===== config.mk =====
export PLATFORM = sky130hd
export DESIGN_NAME = lvds_rx_phase_align
export DESIGN_NICKNAME = d
export VERILOG_FILES = /design/src/rtl/lvds_rx_pkg.sv /design/src/rtl/lvds_eye_search.sv /design/src/rtl/lvds_rx_phase_align.sv
export SDC_FILE = /design/constraint.sdc
export NUM_CORES = 1
export LEC_CHECK = 0
export BUFFER_PORTS_ARGS = -buffer_cell sky130_fd_sc_hd__buf_2
export CAP_MARGIN = 25
export CORE_MARGIN = 8
export CORE_UTILIZATION = 58
export CTS_BUF_LIST = sky130_fd_sc_hd__clkbuf_4 sky130_fd_sc_hd__clkbuf_8
export DETAILED_ROUTE_END_ITERATION = 12
export PLACE_DENSITY_LB_ADDON = 0.2
export SLEW_MARGIN = 20
export SYNTH_ARGS = -nofsm -noshare
export SYNTH_HDL_FRONTEND = slang
export SYNTH_HIERARCHICAL = 1
export SYNTH_SLANG_ARGS = --single-unit

===== constraint.sdc =====
create_clock -name clkin -period 6.91 [get_ports clkin]
set_clock_uncertainty 0.15 [all_clocks]
set_input_delay 1.382 -clock clkin [delete_from_list [all_inputs] [get_ports clkin]]
set_output_delay 1.382 -clock clkin [all_outputs]
set_load 0.01 [all_outputs]

===== src/rtl/lvds_rx_pkg.sv =====
// Shared definitions for the LVDS 7:1 receive phase-alignment block.
//   PHASE_STEPS    : number of PLL dynamic phase codes swept
//   PSDA_W         : width of the psda phase code
//   TRAIN_WORD_DEF : default training word expected on every channel
//   state_t        : controller state encoding
package lvds_rx_pkg;

  localparam int unsigned PHASE_STEPS    = 16;
  localparam int unsigned PSDA_W         = 4;
  localparam logic [6:0]  TRAIN_WORD_DEF = 7'b1100011;

  typedef enum logic [2:0] {
    ST_IDLE      = 3'd0,
    ST_SET_PHASE = 3'd1,
    ST_SETTLE    = 3'd2,
    ST_CHECK     = 3'd3,
    ST_NEXT      = 3'd4,
    ST_ANALYZE   = 3'd5,
    ST_DONE      = 3'd6,
    ST_FAIL      = 3'd7
  } state_t;

endpackage


===== src/rtl/lvds_eye_search.sv =====
// Sequential circular longest-run search over a 16-bit pass map.
// A start pulse begins a 32-cycle scan (map concatenated with itself, one bit
// per cycle, the first bit consumed in the start cycle). done is asserted
// combinationally in the cycle that consumes the last bit, with width/center
// valid in that same cycle.
//   clk    in  : clock, rising edge
//   reset  in  : synchronous, active-high
//   start  in  : pulse, begin a new scan
//   map    in  : pass map, bit p = phase p passed
//   done   out : final scan cycle, width/center valid
//   width  out : longest run of 1s, capped at 16
//   center out : (run start + width/2) mod 16
module lvds_eye_search
  import lvds_rx_pkg::*;
(
  input  logic                   clk,
  input  logic                   reset,
  input  logic                   start,
  input  logic [PHASE_STEPS-1:0] map,
  output logic                   done,
  output logic [4:0]             width,
  output logic [PSDA_W-1:0]      center
);

  localparam logic [4:0] LEN_MAX  = 5'(PHASE_STEPS);
  localparam logic [4:0] IDX_LAST = 5'(2 * PHASE_STEPS - 1);

  logic              running;
  logic [4:0]        idx;
  logic [4:0]        cur_len;
  logic [PSDA_W-1:0] cur_start;
  logic [4:0]        best_len;
  logic [PSDA_W-1:0] best_start;

  logic              active;
  logic [4:0]        e_idx;
  logic [4:0]        e_cur_len;
  logic [PSDA_W-1:0] e_cur_start;
  logic [4:0]        e_best_len;
  logic [PSDA_W-1:0] e_best_start;
  logic [4:0]        n_cur_len;
  logic [PSDA_W-1:0] n_cur_start;
  logic [4:0]        n_best_len;
  logic [PSDA_W-1:0] n_best_start;

  // The start cycle works on a fresh scan state so that it already consumes bit 0.
  always_comb begin
    active       = start | running;
    e_idx        = start ? '0 : idx;
    e_cur_len    = start ? '0 : cur_len;
    e_cur_start  = start ? '0 : cur_start;
    e_best_len   = start ? '0 : best_len;
    e_best_start = start ? '0 : best_start;

    n_cur_len   = '0;
    n_cur_start = e_cur_start;
    if (map[e_idx[PSDA_W-1:0]]) begin
      if (e_cur_len == '0) begin
        n_cur_start = e_idx[PSDA_W-1:0];
      end
      n_cur_len = (e_cur_len == LEN_MAX) ? e_cur_len : e_cur_len + 5'd1;
    end

    // Strictly longer only: the earliest start keeps ties.
    n_best_len   = e_best_len;
    n_best_start = e_best_start;
    if (n_cur_len > e_best_len) begin
      n_best_len   = n_cur_len;
      n_best_start = n_cur_start;
    end

    done   = active && (e_idx == IDX_LAST);
    width  = n_best_len;
    center = n_best_start + n_best_len[4:1];
  end

  always_ff @(posedge clk) begin
    if (reset) begin
      running    <= 1'b0;
      idx        <= '0;
      cur_len    <= '0;
      cur_start  <= '0;
      best_len   <= '0;
      best_start <= '0;
    end else if (active) begin
      running    <= (e_idx != IDX_LAST);
      idx        <= e_idx + 5'd1;
      cur_len    <= n_cur_len;
      cur_start  <= n_cur_start;
      best_len   <= n_best_len;
      best_start <= n_best_start;
    end
  end

endmodule


===== src/rtl/lvds_rx_phase_align.sv =====
// Automatic phase-training controller for the LVDS 7:1 receive PLL.
// Sweeps psda over all 16 phase codes, checks the training word on every
// channel at each step, then centres psda in the widest circular pass window.
//   clkin      in  : pixel clock, rising edge
//   reset      in  : synchronous, active-high
//   pll_lock   in  : rPLL lock (already synchronised)
//   rx_data    in  : deserialised words, channel 0 in LSBs
//   retrain    in  : pulse, restart sweep from DONE/FAIL
//   psda       out : PLL dynamic phase code
//   dutyda     out : PLL duty code (constant)
//   fdly       out : PLL fine delay (constant)
//   busy       out : sweep or analysis in progress
//   align_done out : psda centred in a window of at least MIN_EYE
//   align_fail out : no window of at least MIN_EYE
//   eye_width  out : width of chosen window
//   eye_center out : chosen psda code
//   pass_map   out : bit p set when phase p passed
module lvds_rx_phase_align
  import lvds_rx_pkg::*;
#(
  parameter int unsigned       NUM_CH     = 5,
  parameter int unsigned       WORD_W     = 7,
  parameter logic [WORD_W-1:0] TRAIN_WORD = TRAIN_WORD_DEF,
  parameter int unsigned       SETTLE_CYC = 64,
  parameter int unsigned       CHECK_CYC  = 256,
  parameter int unsigned       MIN_EYE    = 3,
  parameter logic [3:0]        DUTY_CODE  = 4'b1000,
  parameter logic [3:0]        FDLY_CODE  = 4'b0000
) (
  input  logic                     clkin,
  input  logic                     reset,
  input  logic                     pll_lock,
  input  logic [NUM_CH*WORD_W-1:0] rx_data,
  input  logic                     retrain,
  output logic [3:0]               psda,
  output logic [3:0]               dutyda,
  output logic [3:0]               fdly,
  output logic                     busy,
  output logic                     align_done,
  output logic                     align_fail,
  output logic [4:0]               eye_width,
  output logic [3:0]               eye_center,
  output logic [15:0]              pass_map
);

  localparam int unsigned      MAX_CYC     = (SETTLE_CYC > CHECK_CYC) ? SETTLE_CYC : CHECK_CYC;
  localparam int unsigned      CNT_W       = $clog2(MAX_CYC) + 1;
  localparam logic [CNT_W-1:0] SETTLE_LAST = CNT_W'(SETTLE_CYC - 1);
  localparam logic [CNT_W-1:0] CHECK_LAST  = CNT_W'(CHECK_CYC - 1);
  localparam logic [4:0]       MIN_W       = 5'(MIN_EYE);
  localparam logic [3:0]       LAST_PHASE  = 4'(PHASE_STEPS - 1);

  state_t              state;
  logic [PSDA_W-1:0]   phase;
  logic [CNT_W-1:0]    cnt;
  logic                err;
  logic                srch_start;
  logic                word_bad;
  logic                sweep_go;
  logic                srch_done;
  logic [4:0]          srch_width;
  logic [PSDA_W-1:0]   srch_center;

  assign dutyda = DUTY_CODE;
  assign fdly   = FDLY_CODE;

  always_comb begin
    word_bad = 1'b0;
    for (int unsigned c = 0; c < NUM_CH; c++) begin
      if (rx_data[c*WORD_W +: WORD_W] != TRAIN_WORD) begin
        word_bad = 1'b1;
      end
    end
  end

  always_comb begin
    busy = (state == ST_SET_PHASE) || (state == ST_SETTLE) || (state == ST_CHECK) ||
           (state == ST_NEXT) || (state == ST_ANALYZE);
    // IDLE starts on lock, DONE/FAIL on retrain; lock is known high here.
    sweep_go = (state == ST_IDLE) ? pll_lock : retrain;
  end

  always_ff @(posedge clkin) begin
    if (reset) begin
      state      <= ST_IDLE;
      phase      <= '0;
      cnt        <= '0;
      err        <= 1'b0;
      srch_start <= 1'b0;
      psda       <= '0;
      align_done <= 1'b0;
      align_fail <= 1'b0;
      eye_width  <= '0;
      eye_center <= '0;
      pass_map   <= '0;
    end else begin
      srch_start <= 1'b0;
      if ((state != ST_IDLE) && !pll_lock) begin
        // Lock loss aborts: psda and the partial pass_map are left as they are.
        state      <= ST_IDLE;
        err        <= 1'b0;
        align_done <= 1'b0;
        align_fail <= 1'b0;
      end else begin
        case (state)
          ST_IDLE, ST_DONE, ST_FAIL: begin
            if (sweep_go) begin
              state      <= ST_SET_PHASE;
              phase      <= '0;
              err        <= 1'b0;
              pass_map   <= '0;
              align_done <= 1'b0;
              align_fail <= 1'b0;
            end
          end
          ST_SET_PHASE: begin
            psda  <= phase;
            cnt   <= '0;
            state <= ST_SETTLE;
          end
          ST_SETTLE: begin
            if (cnt == SETTLE_LAST) begin
              cnt   <= '0;
              state <= ST_CHECK;
            end else begin
              cnt <= cnt + CNT_W'(1);
            end
          end
          ST_CHECK: begin
            err <= err | word_bad;
            if (cnt == CHECK_LAST) begin
              state <= ST_NEXT;
            end else begin
              cnt <= cnt + CNT_W'(1);
            end
          end
          ST_NEXT: begin
            pass_map[phase] <= ~err;
            err             <= 1'b0;
            if (phase == LAST_PHASE) begin
              state      <= ST_ANALYZE;
              srch_start <= 1'b1;
            end else begin
              phase <= phase + 4'd1;
              state <= ST_SET_PHASE;
            end
          end
          ST_ANALYZE: begin
            if (srch_done) begin
              eye_width  <= srch_width;
              eye_center <= srch_center;
              if (srch_width >= MIN_W) begin
                state      <= ST_DONE;
                psda       <= srch_center;
                align_done <= 1'b1;
              end else begin
                state      <= ST_FAIL;
                psda       <= '0;
                align_fail <= 1'b1;
              end
            end
          end
          default: state <= ST_IDLE;
        endcase
      end
    end
  end

  lvds_eye_search u_eye_search (
    .clk    (clkin),
    .reset  (reset),
    .start  (srch_start),
    .map    (pass_map),
    .done   (srch_done),
    .width  (srch_width),
    .center (srch_center)
  );

endmodule


* After elaboration in Yosys (flattened, before gate mapping)
Cells that the tools add are included. Widths: inputs -> output; s select.
Storage, ports and cells: flip-flop bits (word level) 73, output and inout port bits 40, input port bits 39, logic and storage cells 135
Cells by class: add/subtract/negate cells 5, reduce and logical (&&, ||, !) cells 28, bitwise operators 5, $lt $le $gt $ge 5, muxes and demuxes 49, eq/ne operators 26
Operators by type and width (number):
- $mux 4 | 9
- $ne 7x7->1 const B | 5
- $pmux 16 s2 | 1
- $mux 5 | 6
- $pmux 9 s3 | 1
- $mux 9 | 2
- $pmux 3 s6 | 1
- $bwmux 16 | 1
- $mux 16 | 1
- $pmux 4 s2 | 2
- $reduce_and 4->1 | 4
- $mux 1 | 15
- $mux 3 | 5
- $eq 3x3->1 const B | 4
- $reduce_and 3->1 | 4
- $add 5x1->5 const B | 2
- $eq 5x5->1 const B | 2
- $lt 4x5->1 const B | 2
- $ne 2x2->1 const B | 5
- $add 9x1->9 const B | 1
- $eq 9x6->1 const B | 1
- $eq 9x8->1 const B | 1
- $reduce_bool 3->1 | 3
- $eq 3x2->1 const B | 2
- other kinds (24) | 38

* Depth between registers and ports, before layout
Gate-level depths: netlist of run 1.
depth after elaboration 10, mapped depth 26, depth with buffers taken out 22

* By module
Netlist of run 1, hierarchy kept.
Modules (own cells, without submodules):
- lvds_rx_phase_align | times used 1, area each 2575.0 sq um, seq. area each 980.9 sq um, cells each 311
- lvds_eye_search | times used 1, area each 1831.8 sq um, seq. area each 480.5 sq um, cells each 223

* Least setup slack after synthesis of run 1
No wires, ideal clock.
path kind register to register, from reg srch_start, to reg psda[3], buffers on the path 4, setup time 0.132 ns, slack 1.546 ns, stages on the path, launching flop included 26, arrival 5.082 ns, period minus slack after synthesis 5.364 ns, data required time 6.628 ns, path through dfxtp_1 > buf_4 > clkbuf_1 > nor2b_1 > inv_1 > ha_1 > nand4_1 > mux2i_1 > nor3_1 > inv_1 > ha_1 > and4_1 > a21oi_1 > o31a_1 > clkbuf_1 > buf_1 > o21ai_0 > ha_1 > a21o_1 > a21oi_1 > mux2_2 > o21ai_0 > a311oi_2 > xnor2_1 > a221oi_1 > nor3_1
On the way: longest elaborated chain between the ends 10, elaborated cells on any way between the ends 27, those cells by class add/sub: 2; order compare: 2; eq/ne: 3; mux: 16; bitwise: 1; reduce/logical: 3
RTL lines:
- from (decl) | RTL line lvds_rx_phase_align.sv:57 | logic srch_start;
- from (signal assigned) | RTL line lvds_rx_phase_align.sv:89 | srch_start <= 1'b0;
- from (signal assigned) | RTL line lvds_rx_phase_align.sv:97 | srch_start <= 1'b0;
- from (signal assigned) | RTL line lvds_rx_phase_align.sv:142 | srch_start <= 1'b1;
- $mux 5 (on tied branches) | RTL line lvds_eye_search.sv:50, lvds_eye_search.sv:49
- $add 5x1->5, or another cell as far along | RTL line lvds_eye_search.sv:61 | n_cur_len = (e_cur_len == LEN_MAX) ? e_cur_len : e_cur_len + 5'd1;
- $mux 5 or $mux 1 (tied branches) | RTL line lvds_eye_search.sv:61, lvds_eye_search.sv:57
- $mux 5 | RTL line lvds_eye_search.sv:57 | if (map[e_idx[PSDA_W-1:0]]) begin
- $gt 5x5->1 | RTL line lvds_eye_search.sv:67 | if (n_cur_len > e_best_len) begin
- $mux 5 * | RTL line lvds_eye_search.sv:67
- via srch_width[2] | RTL line lvds_rx_phase_align.sv:61 | logic [4:0] srch_width;
- $add 4x4->4 * | RTL line lvds_eye_search.sv:74 | center = n_best_start + n_best_len[4:1];
- via srch_center[3] | RTL line lvds_rx_phase_align.sv:62 | logic [PSDA_W-1:0] srch_center;
- $mux 4 * | RTL line lvds_rx_phase_align.sv:152 | if (srch_width >= MIN_W) begin
- $mux 4 * | RTL line lvds_rx_phase_align.sv:149 | if (srch_done) begin
- $pmux 4 s2 * | RTL line lvds_rx_phase_align.sv:105 | case (state)
- to (signal assigned) | RTL line lvds_rx_phase_align.sv:117 | psda <= phase;
- to (signal assigned) | RTL line lvds_rx_phase_align.sv:154 | psda <= srch_center;
- to (decl) | RTL line lvds_rx_phase_align.sv:35 | output logic [3:0] psda,
Mark *: on every way through the listed nets, which the timed path passes. The rest lies on a longest branch. The select of a mux whose other input is x is not followed. A chain may end at the register's enable or synchronous reset.

* Final worst setup path of run 1
from reg srch_start, to reg psda[3]
On the way: longest elaborated chain between the ends 10, elaborated cells on any way between the ends 27, those cells by class add/sub: 2; order compare: 2; eq/ne: 3; mux: 16; bitwise: 1; reduce/logical: 3
RTL lines:
- $mux 5 (on tied branches) | RTL line lvds_eye_search.sv:50, lvds_eye_search.sv:49
- $add 5x1->5, or another cell as far along | RTL line lvds_eye_search.sv:61
- $mux 5 or $mux 1 (tied branches) | RTL line lvds_eye_search.sv:61, lvds_eye_search.sv:57
- $mux 5 * | RTL line lvds_eye_search.sv:57
- via u_eye_search.n_cur_len[1] | RTL line lvds_eye_search.sv:41 | logic [4:0] n_cur_len;
- $gt 5x5->1 * | RTL line lvds_eye_search.sv:67
- $mux 4 * | RTL line lvds_eye_search.sv:67
- via u_eye_search.n_best_start[1] | RTL line lvds_eye_search.sv:44 | logic [PSDA_W-1:0] n_best_start;
- $add 4x4->4 * | RTL line lvds_eye_search.sv:74
- via srch_center[3] | RTL line lvds_rx_phase_align.sv:62
- $mux 4 * | RTL line lvds_rx_phase_align.sv:152
- $mux 4 * | RTL line lvds_rx_phase_align.sv:149
- $pmux 4 s2 * | RTL line lvds_rx_phase_align.sv:105
Marked as above.

==> results of run 1 <==
-- power by group through the flow --
stage	Sequential, uW	Clock [uW]	Combinational (uW)
floorplan	470	0	218
detailed placement	491	0	254
global placement	489	0	249
CTS	481	389	256
finish	482	381	260
global route	486	409	288
-- logic make-up (layout without fill, tap and decap cells) --
kind of cell	after synthesis	count (layout)	synth area share, %
muxes	28	28	6.42
AOI/OAI and AO/OA	128	128	19.9
DFF	73	73	33.2
adders and majority gates	19	19	5.57
other	2	8	0.170
and+or+nand+nor	212	212	25.6
xor gates and xnor gates	11	11	2.19
buffers and inverters	61	109	6.96
-- cell type report --
class                      instances  area share, %
multi-input combinational        406           54.2
inverter                          22           1.68
clock inverter                     5           1.58
timing repair buffer              71           7.27
clock buffer                      11           3.08
tap                               99           2.52
sequential                        73           29.7
-- tightest hold or removal path: stages (launching register included) --
cell and delay [ns]:
dfxtp_1 0.31, nand2_1 0.05, a21oi_1 0.05
-- flip-flops by register name, indices dropped and copies added (netlist names), 3 cells and up --
| register | flops |
|---|---|
| pass_map | 16 |
| u_eye_search/best_start | 4 |
| eye_width | 5 |
| u_eye_search/idx | 5 |
| phase | 4 |
| psda | 4 |
| u_eye_search/best_len | 5 |
| state | 3 |
| u_eye_search/cur_len | 5 |
| u_eye_search/cur_start | 4 |
| eye_center | 4 |
| cnt | 9 |
-- per-stage QoR --
step                power [uW]  utilization [%]  std cells
floorplan                  688                -        540
global placement           738             64.3        671
detailed placement         745             64.3        671
CTS                       1130             67.4        687
global route              1180             67.5        687
finish                    1120             67.5        687
-- worst max path at each step --
| stage | startpoint | to | slack (ns) | cells past startpoint |
|---|---|---|---|---|
| finish | srch_start | psda[3] | 0.77 | 20 |
| global route | u_eye_search/idx[0] | psda[3] | 0.21 | 19 |
| CTS | srch_start | psda[3] | 0.48 | 19 |
| detailed placement | srch_start | psda[3] | 0.52 | 19 |
| global placement | srch_start | psda[3] | 0.73 | 19 |
| floorplan | srch_start | psda[3] | 1.55 | 25 |
-- layer usage --
metal,track usage (%),part of all wire (%),vias up
li1,-,-,2006
met1,27.2,44,1925
met2,36.4,48,157
met3,5.20,6.4,25
met4,8.45,2.1,0
met5,0,0,-
-- cells in the final DEF, fill, tap and decap left out, drive strengths merged, types with 10 or more instances in the layout --
cell type / n
dfxtp: 73
clkbuf: 11
a21oi: 44
nand2: 48
buf: 71
ha: 18
nor3: 18
inv: 21
nor2b: 13
mux2i: 26
o21ai: 34
nor2: 54
nand3: 20
o211ai: 10
==> metrics.md, run 1 <==
| Metric | Value |
|---|---|
| Synth area leaders | `dfxtp_1 (33%), mux2i_1 (5.9%), ha_1 (5.1%)` |
| DRC | `0` |
| Power Density | `228 nW/um2` |
| Library cells used by synthesis | `74` |
| Num CTS Buffers | `9` |
| Hold Crit Depth | `2` |
| Most instantiated cells after synthesis | `dfxtp_1 (73), nor2_1 (53), nand2_1 (48)` |
| Asr flop ratio synth | `0%` |
| Final HPWL DP | `8290 um` |
| Hold buffers post-CTS | `0` |
| Post-CTS Setup Inserts | `0` |
| Die height | `103 um` |
| CP max-delay cell | `dfxtp_1` |
| Root Buffer | `clkbuf_8` |
| Area of the multi-input gates | `2670 um2` |
| ANT nets after route | `0` |
| Max Clock Freq | `163 MHz` |
| CP max FO | `25` |
| Setup ws final | `0.772 ns` |
| Mapped Cells | `534` |
| Final Setup Violations | `0` |
| Port bufs | `70` |
| CP top delay family | `compound AO/OA/AOI/OAI gates` |
| H-tree levels | `3` |
| Initial antenna violation count | `0` |
| Area of the core | `7290 um2` |
| Mapped cell area | `4410 um2` |
| Setup TNS | `0 ns` |
| DRT iter0 DRCs | `240` |
| Max cap viols | `0` |
| RR Endpoint | `psda[3]` |
| RR Startpoint | `srch_start` |
| Period utilization | `88.8%` |
| Hold Slack | `0.298 ns` |
| Worst-Margin Slew | `0.791 ns` |
| Slew HR | `47.2%` |
| Layout area overhead | `11.7%` |
| Worst EP arrival | `6.19 ns` |
| Post-synth top area share | `33.2%` |
| Clock network power share | `33.9%` |
| Seq pwr share | `42.9%` |
| # IOs | `79` |
| Initial Util | `60.4%` |
| Most frequent CP cell | `a21oi_1` |
| Post-route cell area | `4920 um2` |
| Seq cells post-synth | `73` |
| Cell area after placement | `4690 um2` |
| Register-to-register setup slack | `0.77 ns` |
| Unrepaired setup endpoints after global routing | `no` |
| CP max stage delay | `0.83 ns` |
| Number of flops mapped to enable cells by yosys | `0` |
| Die area | `10600 um2` |
| Die width | `103 um` |
| CP Data Required Time | `6.97 ns` |
| Combinational share of power | `23.2%` |
| Status | `completed` |
| Min-Delay Endpoint | `u_eye_search/idx[4]` |
| Int Power | `761 uW` |
| Final hold vios | `0` |
| Leakage | `0.00197 uW` |
| Via count | `4113` |
| Sw Share | `32.2%` |
| Yosys warnings | `6` |
| Reg2reg path depth | `20` |
| Post-synth top area cell | `dfxtp_1` |
| Max-slew violations | `0` |
| Vias in the first global route | `4091` |
| Total global routing overflow | `0` |
| Register area share after synthesis | `33.2%` |
| Row Count | `31` |
| Worst-path clk slew | `0.08 ns` |
| Vias per cell | `5.99` |
| Seq. cell area | `1460 um2` |
| Setup crit end kind | `flip-flop` |
| Post-CTS sizing | `0` |
| Crit path kind | `flip-flop to flip-flop` |
| CTS tree | `built` |
| Top-count cell post-synth | `dfxtp_1` |
| CP Buf/Inv Count | `0` |
| Initial DRT Pass Iterations | `5` |
| Final period demand of the worst path | `6.14 ns` |
| Switch Pwr | `362 uW` |
| Largest net degree at the start of global routing | `41` |
| Startpoint types | `flip-flop` |
| Hold Path Class | `flip-flop to flip-flop` |
| GRT Total Usage | `22.1%` |
| Clock Path Buffers | `2` |
| Clock sinks | `73` |
| Hold_sp | `u_eye_search/idx[4]` |
| Final net count | `641` |
| Clk Latency, worst-skew pair | `0.35 ns` |
| Crit path cell chain | `nor2_1 > a32o_1 > a2111oi_4 > nor2_1 > and2_1 > ha_1 > and4_1 > a21oi_1 > o31a_2 > o21ai_0 > a21oi_1 > ha_1 > a21o_1 > a21oi_1 > mux2_2 > o21ai_0 > a311oi_2 > xnor2_1 > a221oi_1 > nor3_1` |
| First-pass GRT wire length | `18700 um` |
| Final Wtd Congestion | `0.954` |
| Routed WL | `11100 um` |
| # diodes | `0` |
| Max VDD drop | `0.000197 V` |
| Share of cells above drive strength 1 | `18.4%` |
| Post-synth top flop | `dfxtp_1` |
| Mean Syn Cell Area | `8.25 um2` |
| Routed len/inst | `16.2 um` |
| Post-place setup slack | `0.521 ns` |
| Filler cell count | `606` |
No activity file was read; power rests on OpenSTA's default activity.
==> run 2: changes to the inputs <==
--- a/config.mk
+++ b/config.mk
@@ -8,7 +8,7 @@
 export BUFFER_PORTS_ARGS = -buffer_cell sky130_fd_sc_hd__buf_2
 export CAP_MARGIN = 25
 export CORE_MARGIN = 8
-export CORE_UTILIZATION = 58
+export CORE_UTILIZATION = 53
 export CTS_BUF_LIST = sky130_fd_sc_hd__clkbuf_4 sky130_fd_sc_hd__clkbuf_8
 export DETAILED_ROUTE_END_ITERATION = 12
 export PLACE_DENSITY_LB_ADDON = 0.2
==> constraint.sdc (replaced) <==
create_clock -name clkin -period 5.6 [get_ports clkin]
set_clock_uncertainty 0.15 [all_clocks]
set_input_delay 1.12 -clock clkin [delete_from_list [all_inputs] [get_ports clkin]]
set_output_delay 1.12 -clock clkin [all_outputs]
set_load 0.01 [all_outputs]
==> metrics.md, run 2 (synthesized netlist as in run 1, its figures left out) <==
| Metric | Value |
|---|---|
| Port bufs | `70 (unchanged)` |
| Period utilization | `94.8% (+6.0 points)` |
| Routed WL | `11900 um (+6.3%)` |
| Worst EP arrival | `5.35 ns (-0.84 ns)` |
| Crit path cell chain | `nand2b_1 > a32o_1 > a2111oi_4 > nor2_1 > and2_1 > ha_1 > and4_1 > a21oi_1 > o31a_1 > buf_4 > nand2_1 > o21ai_0 > ha_1 > a21o_1 > a21oi_2 > mux2_2 > o21ai_0 > a311oi_2 > xnor2_1 > a221oi_1 > nor3_1` |
| Max VDD drop | `0.000232 V (+17%)` |
| Area of the core | `8130 um2 (+12%)` |
| Status | `completed` |
| Final Setup Violations | `0 (unchanged)` |
| Hold Crit Depth | `2 (unchanged)` |
| Cell area after placement | `4780 um2 (+1.9%)` |
| Final period demand of the worst path | `5.31 ns (-0.830 ns)` |
| Initial DRT Pass Iterations | `5 (unchanged)` |
| Setup TNS | `0 ns (unchanged)` |
| Total global routing overflow | `0 (unchanged)` |
| GRT Total Usage | `20.6% (-1.5 points)` |
| Filler cell count | `731 (+21%)` |
| CTS tree | `built` |
| Routed len/inst | `16.8 um (+3.6%)` |
| Slew HR | `44.7% (-2.5 points)` |
| Initial antenna violation count | `0 (unchanged)` |
| Placed cells | `688 (+2.5%)` |
| Die area | `11500 um2 (+7.9%)` |
| Most frequent cells in the layout | `dfxtp_1 (70), buf_2 (70), nor2_1 (53), nand2_1 (48), a21oi_1 (43)` |
| # diodes | `0 (unchanged)` |
| Final HPWL DP | `8770 um (+5.8%)` |
| ANT nets after route | `0 (unchanged)` |
| RR Endpoint | `psda[3]` |
| Power Density | `277 nW/um2 (+21%)` |
| Num CTS Buffers | `9 (unchanged)` |
| Hold buffers post-CTS | `0 (unchanged)` |
| Clk Latency, worst-skew pair | `0.35 ns (about the same)` |
| Startpoint types | `flip-flop` |
| # IOs | `79 (unchanged)` |
| Max-slew violations | `0 (unchanged)` |
| CP max stage delay | `0.49 ns (-0.34 ns)` |
| Reg with most FFs | `pass_map` |
| Clock sinks | `73 (unchanged)` |
| Worst-path clk slew | `0.08 ns (about the same)` |
| Vias per cell | `6.01 (+0.41%)` |
| Min-Delay Endpoint | `u_eye_search/idx[4]` |
| RR Startpoint | `srch_start` |
| Tot Pwr | `1390 uW (+24%)` |
| Setup crit end kind | `flip-flop` |
| Initial Util | `54.2% (-6.3 points)` |
| Hold Slack | `0.306 ns (+0.00752 ns)` |
| Worst-Margin Slew | `0.829 ns (+0.0378 ns)` |
| DRC | `0 (unchanged)` |
| Share of cells above drive strength 1 | `20.7% (+2.3 points)` |
| Final Wtd Congestion | `0.906 (-5.0%)` |
| Via count | `4238 (+3.0%)` |
| Die width | `107 um (+3.9%)` |
| CP Data Required Time | `5.64 ns (-1.33 ns)` |
| CP max-delay cell | `a2111oi_4` |
| Root Buffer | `clkbuf_8` |
| Final hold vios | `0 (unchanged)` |
| Die height | `107 um (+3.9%)` |
| Largest net degree at the start of global routing | `41 (unchanged)` |
| Vias in the first global route | `4054 (-0.90%)` |
| Leakage | `0.00204 uW (+3.4%)` |
| H-tree levels | `3 (unchanged)` |
| DRT iter0 DRCs | `241 (+0.42%)` |
| Max Clock Freq | `188 MHz (+16%)` |
| Post-route cell area | `5030 um2 (+2.2%)` |
| Max cap viols | `0 (unchanged)` |
| Top Registers | `pass_map x16, cnt x9` |
| Hold Path Class | `flip-flop to flip-flop` |
| Hold_sp | `u_eye_search/idx[4]` |
| Max reg flops | `16 (unchanged)` |
| Reg2reg path depth | `21 (+5.0%)` |
| Unrepaired setup endpoints after global routing | `no` |
| First-pass GRT wire length | `19300 um (+3.1%)` |
| Final net count | `653 (+1.9%)` |
| Layout area overhead | `14.1%` |
| Register-to-register setup slack | `0.29 ns (-0.48 ns)` |
| Finished Layout Cells | `705 (+2.6%)` |
| Crit path kind | `flip-flop to flip-flop` |
| Clock Path Buffers | `2 (unchanged)` |
| Row Count | `33 (+6.5%)` |
| CP max FO | `13 (-48%)` |
-- run 2: critical path: cells and delay by family (launching register included) --
kind            cells  cell delay, ns
simple gates        6            0.91
xor+xnor            1            0.17
compound gates     10            2.37
mux                 1            0.36
buf+inv             1            0.17
flops               1            0.41
fa+ha+maj           2            0.62
-- run 2: worst max-delay path by stage --
stage	slack [ns]	to	startpoint	cells past startpoint
after floorplan	0.24	psda[3]	srch_start	25
after global placement	0.32	psda[3]	u_eye_search/idx[0]	19
after detailed placement	0.13	psda[3]	srch_start	19
after CTS	0.09	psda[3]	srch_start	19
after global routing	0.004	psda[3]	u_eye_search/idx[0]	20
final	0.29	psda[3]	srch_start	21
-- run 2: what timing repair did --
action,4_1_cts,5_1_grt
resized for setup,0,6
setup endpoints to repair,0,2
buffers inserted,0,1
hold endpoints to repair,0,0
-- run 2: power breakdown --
group | leakage, uW | switching (uW) | internal, uW
Combinational | 0.00133 | 199 | 128
Clock | 0.000117 | 203 | 268
Sequential | 0.000591 | 50.5 | 544
-- run 2: layout make-up --
class / count / area [um2] / area share, %
timing repair buffer: 83 / 448 / 8.91
clock inverter: 5 / 78.8 / 1.57
multi-input combinational: 406 / 2680 / 53.2
clock buffer: 11 / 145 / 2.89
tap: 105 / 131 / 2.61
sequential: 73 / 1470 / 29.1
inverter: 22 / 82.6 / 1.64
-- run 2: layer usage --
metal / track usage [%] / wire [um] / vias to the layer above
li1: - / - / 2036
met1: 25.3 / 5000 / 2009
met2: 33.8 / 5710 / 166
met3: 4.14 / 872 / 27
met4: 9.45 / 269 / 0
met5: 0 / 0 / -
-- run 2: metrics by stage --
step | utilization [%] | setup slack, ns
after floorplan | - | 0.236
after global placement | 58.6 | 0.317
after detailed placement | 58.7 | 0.131
after CTS | 61.5 | 0.0882
after global routing | 61.8 | 0.00388
final | 61.8 | 0.292
==> run 3: changes to the inputs <==
--- a/config.mk
+++ b/config.mk
@@ -12,6 +12,7 @@
 export CTS_BUF_LIST = sky130_fd_sc_hd__clkbuf_4 sky130_fd_sc_hd__clkbuf_8
 export DETAILED_ROUTE_END_ITERATION = 12
 export PLACE_DENSITY_LB_ADDON = 0.2
+export REMOVE_ABC_BUFFERS = 1
 export SLEW_MARGIN = 20
 export SYNTH_ARGS = -nofsm -noshare
 export SYNTH_HDL_FRONTEND = slang
==> metrics.md, run 3 (synthesized netlist as in run 1, its figures left out) <==
| Metric | Value |
|---|---|
| Share of cells above drive strength 1 | `19.8% (-0.83 points)` |
| Leakage | `0.00201 uW (-1.7%)` |
| Reg2reg path depth | `19 (-9.5%)` |
| Max cap viols | `0 (unchanged)` |
| Worst EP arrival | `5.33 ns (-0.02 ns)` |
| First-pass GRT wire length | `19100 um (-1.3%)` |
| Row Count | `33 (unchanged)` |
| DRT iter0 DRCs | `210 (-13%)` |
| Most frequent cells in the layout | `dfxtp_1 (73), buf_2 (70), nor2_1 (53), nand2_1 (48), a21oi_1 (44)` |
| ANT nets after route | `0 (unchanged)` |
| Post-CTS Setup Inserts | `0 (unchanged)` |
| Max reg flops | `16 (unchanged)` |
| Hold_sp | `u_eye_search/idx[4]` |
| DRC | `0 (unchanged)` |
| Die width | `107 um (unchanged)` |
| Reg with most FFs | `pass_map` |
| Post-CTS sizing | `0 (unchanged)` |
| Initial antenna violation count | `0 (unchanged)` |
| Slew HR | `45.0% (+0.26 points)` |
| Die area | `11500 um2 (unchanged)` |
| Vias per cell | `5.88 (-2.2%)` |
| Min-Delay Endpoint | `u_eye_search/idx[4]` |
| Routed len/inst | `16.4 um (-2.6%)` |
| Clk Latency, worst-skew pair | `0.35 ns (about the same)` |
| Final Setup Violations | `0 (unchanged)` |
| Hold Slack | `0.303 ns (-0.00297 ns)` |
| Setup crit end kind | `flip-flop` |
| Die height | `107 um (unchanged)` |
| RR Endpoint | `psda[3]` |
| # IOs | `79 (unchanged)` |
| Vias in the first global route | `3962 (-2.3%)` |
| Max-slew violations | `0 (unchanged)` |
| Crit path kind | `flip-flop to flip-flop` |
| Power Density | `259 nW/um2 (-6.4%)` |
| CP max FO | `11 (-2)` |
| CTS tree | `built` |
| Hold buffers post-CTS | `0 (unchanged)` |
| Final period demand of the worst path | `5.26 ns (-0.0526 ns)` |
| Via count | `4146 (-2.2%)` |
| Initial Util | `54.2% (unchanged)` |
| Final Wtd Congestion | `0.921 (+1.7%)` |
| Clock Path Buffers | `2 (unchanged)` |
| Unrepaired setup endpoints after global routing | `no` |
| Final net count | `653 (unchanged)` |
| Tot Pwr | `1290 uW (-7.7%)` |
| GRT Total Usage | `20.3% (-0.26 points)` |
| Layout area overhead | `12.5%` |
| Top Registers | `pass_map x16, cnt x9` |
| Commonest non-fill, non-tap cell in the layout | `dfxtp_1` |
| Startpoint types | `flip-flop` |
| CP Data Required Time | `5.67 ns (+0.03 ns)` |
| Filler cell count | `744 (+1.8%)` |
| Final hold vios | `0 (unchanged)` |
| Max VDD drop | `0.000186 V (-20%)` |
| Initial DRT Pass Iterations | `5 (unchanged)` |
| Register-to-register setup slack | `0.34 ns (+0.05 ns)` |
| # diodes | `0 (unchanged)` |
| Root Buffer | `clkbuf_8` |
| Hold Crit Depth | `2 (unchanged)` |
| Largest net degree at the start of global routing | `41 (unchanged)` |
| Port bufs | `70 (unchanged)` |
| Area of the core | `8130 um2 (unchanged)` |
| Clock sinks | `73 (unchanged)` |
| Status | `completed` |
| Worst-path clk slew | `0.08 ns (about the same)` |
| Max Clock Freq | `190 MHz (+1.0%)` |
| Period utilization | `93.9% (-0.94 points)` |
| Worst-Margin Slew | `0.816 ns (-0.0126 ns)` |
| Routed WL | `11500 um (-2.6%)` |
| Hold Path Class | `flip-flop to flip-flop` |
| Final HPWL DP | `8690 um (-0.90%)` |
| RR Startpoint | `u_eye_search/idx[0]` |
| H-tree levels | `3 (unchanged)` |
| Num CTS Buffers | `9 (unchanged)` |
| Total global routing overflow | `0 (unchanged)` |
[run 3: worst max-delay path by stage]
stage	slack, ns	endpoint	startpoint	cells past startpoint
detailed placement	0.42	psda[3]	u_eye_search/idx[0]	19
floorplan	-0.003	psda[3]	u_eye_search/idx[0]	19
CTS	0.40	psda[3]	u_eye_search/idx[0]	19
global route	0.05	psda[3]	u_eye_search/idx[0]	19
global placement	0.55	psda[3]	u_eye_search/idx[0]	19
finish	0.34	psda[3]	u_eye_search/idx[0]	19
[run 3: power breakdown]
part           switching (uW)  total [uW]  internal, uW
combinational             194         318           124
sequential               51.1         595           544
clock                     213         373           160
[run 3: layer usage]
layer  global-route usage, %  vias to the layer above  part of all wire, %
li1                        -                     2035                    -
met1                    26.5                     1914                   45
met2                    32.7                      175                   47
met3                    4.14                       22                  7.1
met4                    6.53                        0                  1.7
met5                       0                        -                    0
[run 3: metrics by stage]
| step | cell area [um2] | cells | TNS [ns] | setup slack [ns] | utilization [%] |
|---|---|---|---|---|---|
| 2_1_floorplan | 4210 | 501 | -0.00313 | -0.00313 | - |
| 3_5_place_dp | 4780 | 689 | 0 | 0.420 | 58.8 |
| 4_1_cts | 4960 | 705 | 0 | 0.404 | 60.9 |
| 3_3_place_gp | 4780 | 689 | 0 | 0.555 | 58.8 |
| 5_1_grt | 4960 | 705 | 0 | 0.0475 | 61.0 |
| 6_report | 4960 | 705 | 0 | 0.344 | 61.0 |
[run 3: layout make-up]
type / count / area, um2 / share of cell area, %
clock buffers: 9 / 124 / 2.50
flip-flops and latches: 73 / 1460 / 29.5
well taps: 105 / 131 / 2.65
repair buffers: 83 / 448 / 9.03
inverters: 22 / 82.6 / 1.66
clock inverters: 7 / 47.5 / 0.959
multi-input cells: 406 / 2670 / 53.7
[run 3: worst max-delay path, cell delays in order, from the launching register on]
cell	delay, ns
dfxtp_1	0.60
mux2i_1	0.15
o311ai_1	0.46
a2111oi_4	0.10
nor4_1	0.57
ha_1	0.35
and4_1	0.20
a21oi_1	0.14
o31a_1	0.27
buf_4	0.22
nand2_1	0.06
o21ai_0	0.21
ha_1	0.34
a21oi_1	0.19
mux2_2	0.35
o21ai_0	0.19
a311oi_2	0.08
xnor2_1	0.18
a221oi_1	0.25
nor3_1	0.08
